[src/rtl/count_seq_checker_sat_counter.sv]
// Saturating up-counter with synchronous clear; a clear and an increment in
// the same cycle leave the counter at one.
module sat_counter #(
    parameter int W = 8
) (
    input  logic         slowclk,
    input  logic         rst_n,
    input  logic         inc,
    input  logic         clr,
    output logic [W-1:0] cnt
);

    // Clear takes priority, then the increment is applied; never wraps past all-ones.
    always_ff @(posedge slowclk or negedge rst_n) begin
        if (!rst_n) begin
            cnt <= '0;
        end else if (clr) begin
            cnt <= inc ? W'(1) : '0;
        end else if (inc && (cnt != '1)) begin
            cnt <= cnt + W'(1);
        end
    end

endmodule

[config.mk]
export PLATFORM = sky130hd
export DESIGN_NAME = sat_counter
export DESIGN_NICKNAME = d
export VERILOG_FILES = /design/src/rtl/count_seq_checker_sat_counter.sv
export SDC_FILE = /design/constraint.sdc
export NUM_CORES = 1
export LEC_CHECK = 0
export BUFFER_PORTS_ARGS = -buffer_cell sky130_fd_sc_hd__buf_2
export CORE_AREA = 3 3 40 42
export DETAILED_ROUTE_END_ITERATION = 8
export DIE_AREA = 0 0 43 45
export SLEW_MARGIN = 10
export SYNTH_ARGS = -nofsm -noshare
export SYNTH_HDL_FRONTEND = slang
export SYNTH_SLANG_ARGS = --single-unit
[constraint.sdc]
create_clock -name slowclk -period 1.9 [get_ports slowclk]
set_input_delay 0.19 -clock slowclk [delete_from_list [all_inputs] [get_ports slowclk]]
set_output_delay 0.19 -clock slowclk [all_outputs]
set_load 0.005 [all_outputs]
==> reports/metrics.cfg <==
[cts]
htree_levels=1
postCtsSetupBuffers=0
clkSinkCount=8
ctsResizeCount=0
worstSkewPairLatency_ns=0.25
cts_inserted_buffers=3
clock_tree.buffer_depth=2
clock_input_transition_at_the_sequential_cells_of_the_worst_setup_and_hold_paths_ns=0.06
clock_tree_from_tritoncts=yes
clockRootBuffer=sky130_fd_sc_hd__clkbuf_4

[route]
detail_route.drc_violations=0
detail_route.iter0.violations=7
drt-pass1-iter-count=2
routed_via_density=5.56
detail_route.wl_per_cell_microns=12.8
detail_route.wirelength_microns=963
via_count=417
number_of_nets_with_antenna_violations_after_detailed_routing=0

[power_and_ir_drop]
p_per_area_mw_per_mm2=617
netSwitchingPower_mw=0.0838
post-layout-total-power_mw=0.351
clock_power_share_pct=36.8
combinationalPowerShare_pct=10.4
sw_frac_of_total_pct=23.9
power.leakage_nw=0.261
power.ir.vdd_worst_v=0.000320
internal-power_mw=0.267
sequentialPowerShare_pct=52.8

[finish]
flip_flop_count_of_the_largest_register_after_layout=8
register_containing_the_most_flip_flops_in_the_final_layout=cnt
proportion_of_layout_cells_with_a_drive_suffix_above_1_pct=31.7
area_delta_synth_final_pct=20.1
num_antenna_cells=0
nets=67
post_layout_nonfiller_instances=75
fillerInstances=125
finalCoreUtilization_pct=44.2
top_regs=cnt x8

[floorplanning]
die-area_sq_mm=0.00194
num_io_pins=12
die_width_microns=43
floorplan.initialDensity_pct=36.8
fp.coreArea_sq_mm=0.00128
die_span_in_y_microns=45
core.rowCount=13

[timing]
setup_viol=0
setup_tns_ns=0
max_freq_ghz=0.685
finalClockSkew_ns=0.00361
rsz0062_at_grt=no
final_hold_viol_count=0
final.hold.worst_slack_ns=0.225
drv_slew=0
min_period_over_period_pct=76.8
normalized_max_slew_margin_pct=81.9
post-route-min-period_ns=1.46
timing_worst_slew_pin_value_ns=0.272

[grt]
global_route_total_usage_across_every_layer_pct=12.4
grt_overflow_total=0
global_route_wire_length_before_repair_mm=1.75
grt_pass1_vias=393
gr-usage-met1_pct=15.4
met2_usage_pct=18.3
antenna_violations_before_repair=0
largest_net_degree_at_the_start_of_global_routing=12
grt.met3_usage_pct=4.78
grt_most_used_layer=met2

[synthesis]
ys_top_cells_by_area=sky130_fd_sc_hd__dfrtp_1 42%, sky130_fd_sc_hd__a21oi_1 5.3%, sky130_fd_sc_hd__nand2b_1 5.3%
synth_flop_cell=sky130_fd_sc_hd__dfrtp_1
fraction_of_the_yosys_area_taken_by_sequential_cells_pct=42.3
synth.top_cells.by_count=8 x sky130_fd_sc_hd__dfrtp_1, 5 x sky130_fd_sc_hd__a21oi_1, 4 x sky130_fd_sc_hd__nand2b_1, 3 x sky130_fd_sc_hd__nand2_1
yosys_warnings=0
synth_area_sq_um=473
ys_types=27
synth.largest_area_cell=sky130_fd_sc_hd__dfrtp_1
post-synth-top-area-fraction_pct=42.3
synth_edf_count=0
post_synth_inst_count=47
syn_nets=52
ys_ff_latch=8
async_reset_ff_share_pct=100
syn-mean-instance-area_sq_um=10.1
post-synth-top-count-cell=sky130_fd_sc_hd__dfrtp_1

[setup_path]
critical_path.max_stage_delay_ns=0.42
criticalPathCategory=register to register
path_delay_family=flip-flops
slowest_stage=sky130_fd_sc_hd__dfrtp_1
worst_setup_path_start_kind=register
critical_path.max_fanout=5
arrival_ns=1.58
crit_chain=ha_1 -> and3_1 -> a2111oi_2 -> nor3b_1
cp.buffers_inverters=0
worst_ep_required_time_ns=2.02
critPathCaptureType=register

[run_status]
outcome=finished, final reports clean

[placement]
place.detailed.instances=71
port-buffer-count=11
dp.final_hpwl_microns=730
gp_routability_congestion=0.712

[run]
maxCapViolCount=0

[worst_hold_path]
min-delay-path-class=input port to register

## path summary, 6_finish.rpt
kind / startpoint / end / depth (start not counted) / slack (ns)
worst min register to register: cnt[1]$_DFFE_PN0P_ / cnt[1]$_DFFE_PN0P_ / 2 / 0.61
worst max-delay path: cnt[0]$_DFFE_PN0P_ / cnt[5]$_DFFE_PN0P_ / 4 / 0.44
worst min-delay path: clr / cnt[7]$_DFFE_PN0P_ / 2 / 0.22
worst max register to register: cnt[0]$_DFFE_PN0P_ / cnt[5]$_DFFE_PN0P_ / 4 / 0.44
min in group asynchronous: rst_n / cnt[2]$_DFFE_PN0P_ / 2 / 0.31
max in group asynchronous: rst_n / cnt[3]$_DFFE_PN0P_ / 2 / 1.42
## what timing repair did
item	4_1_cts	5_1_grt
hold endpoints to repair	8	0
hold buffers	1	0
endpoints found under the setup margin	0	0
## area by class of cell
type	instances	area [sq um]	share of cell area, %
repair buffers	12	65.1	11.5
well taps	15	18.8	3.30
clock buffers	3	22.5	3.96
inverters	2	7.51	1.32
multi-input cells	35	254	44.7
flip-flops and latches	8	200	35.2
## layer usage
layer	vias to the layer above	share of wire, %
li1	209	-
met1	201	48
met2	5	47
met3	2	3.8
met4	0	0.93
met5	-	0
## logic make-up (layout without fill, tap and decap cells)
logic type / after synthesis / in the layout / synth area share, %
buffers and inverters: 4 / 17 / 3.97
muxes: 1 / 1 / 2.12
adders and majority gates: 1 / 1 / 2.65
DFF: 8 / 8 / 42.3
AOI/OAI and AO/OA: 15 / 15 / 23.3
and+or+nand+nor: 18 / 18 / 25.7
## worst reg2reg max path, stage by stage (launching register included)
cell	delay (ns)
sky130_fd_sc_hd__dfrtp_1	0.42
sky130_fd_sc_hd__ha_1	0.23
sky130_fd_sc_hd__and3_1	0.23
sky130_fd_sc_hd__a2111oi_2	0.36
sky130_fd_sc_hd__nor3b_1	0.08
## power by group through the flow
stage | registers (mW) | logic [mW] | clock network (mW)
CTS | 0.185 | 0.0374 | 0.138
finish | 0.185 | 0.0365 | 0.129
detailed placement | 0.188 | 0.0357 | 0
global route | 0.186 | 0.0427 | 0.153
global placement | 0.188 | 0.0369 | 0
floorplan | 0.188 | 0.0185 | 0
## cells in the final DEF, fill, tap and decap left out
cell type	Yosys	layout
sky130_fd_sc_hd__dlygate4sd3_1	0	1
sky130_fd_sc_hd__inv_1	2	2
sky130_fd_sc_hd__o211ai_1	1	1
sky130_fd_sc_hd__nand4_2	1	1
sky130_fd_sc_hd__nor3_1	1	1
sky130_fd_sc_hd__a311oi_1	1	1
sky130_fd_sc_hd__nand3_1	1	1
sky130_fd_sc_hd__clkbuf_4	0	3
sky130_fd_sc_hd__a21oi_1	5	5
sky130_fd_sc_hd__and3_1	2	2
sky130_fd_sc_hd__and4_4	1	1
sky130_fd_sc_hd__nand2b_1	4	4
sky130_fd_sc_hd__or3_1	2	2
sky130_fd_sc_hd__o31ai_1	1	1
sky130_fd_sc_hd__dfrtp_1	8	8
sky130_fd_sc_hd__mux2i_1	1	1
sky130_fd_sc_hd__ha_1	1	1
sky130_fd_sc_hd__and4bb_2	1	1
sky130_fd_sc_hd__nand2_1	3	3
sky130_fd_sc_hd__a211o_1	1	1
sky130_fd_sc_hd__a2111oi_2	1	1
sky130_fd_sc_hd__buf_2	0	11
sky130_fd_sc_hd__a211oi_1	1	1
sky130_fd_sc_hd__nor3b_1	1	1
sky130_fd_sc_hd__nand4_1	1	1
sky130_fd_sc_hd__a21boi_2	1	1
sky130_fd_sc_hd__o21ai_0	2	2
sky130_fd_sc_hd__a41oi_1	1	1
## per-stage QoR
stage | setup WS (ns) | cell area, sq um
finish | 0.441 | 568
CTS | 0.434 | 568
global placement | 0.473 | 536
floorplan | 0.503 | 473
detailed placement | 0.441 | 536
global route | 0.324 | 568
No activity file was read; power rests on OpenSTA's default activity.
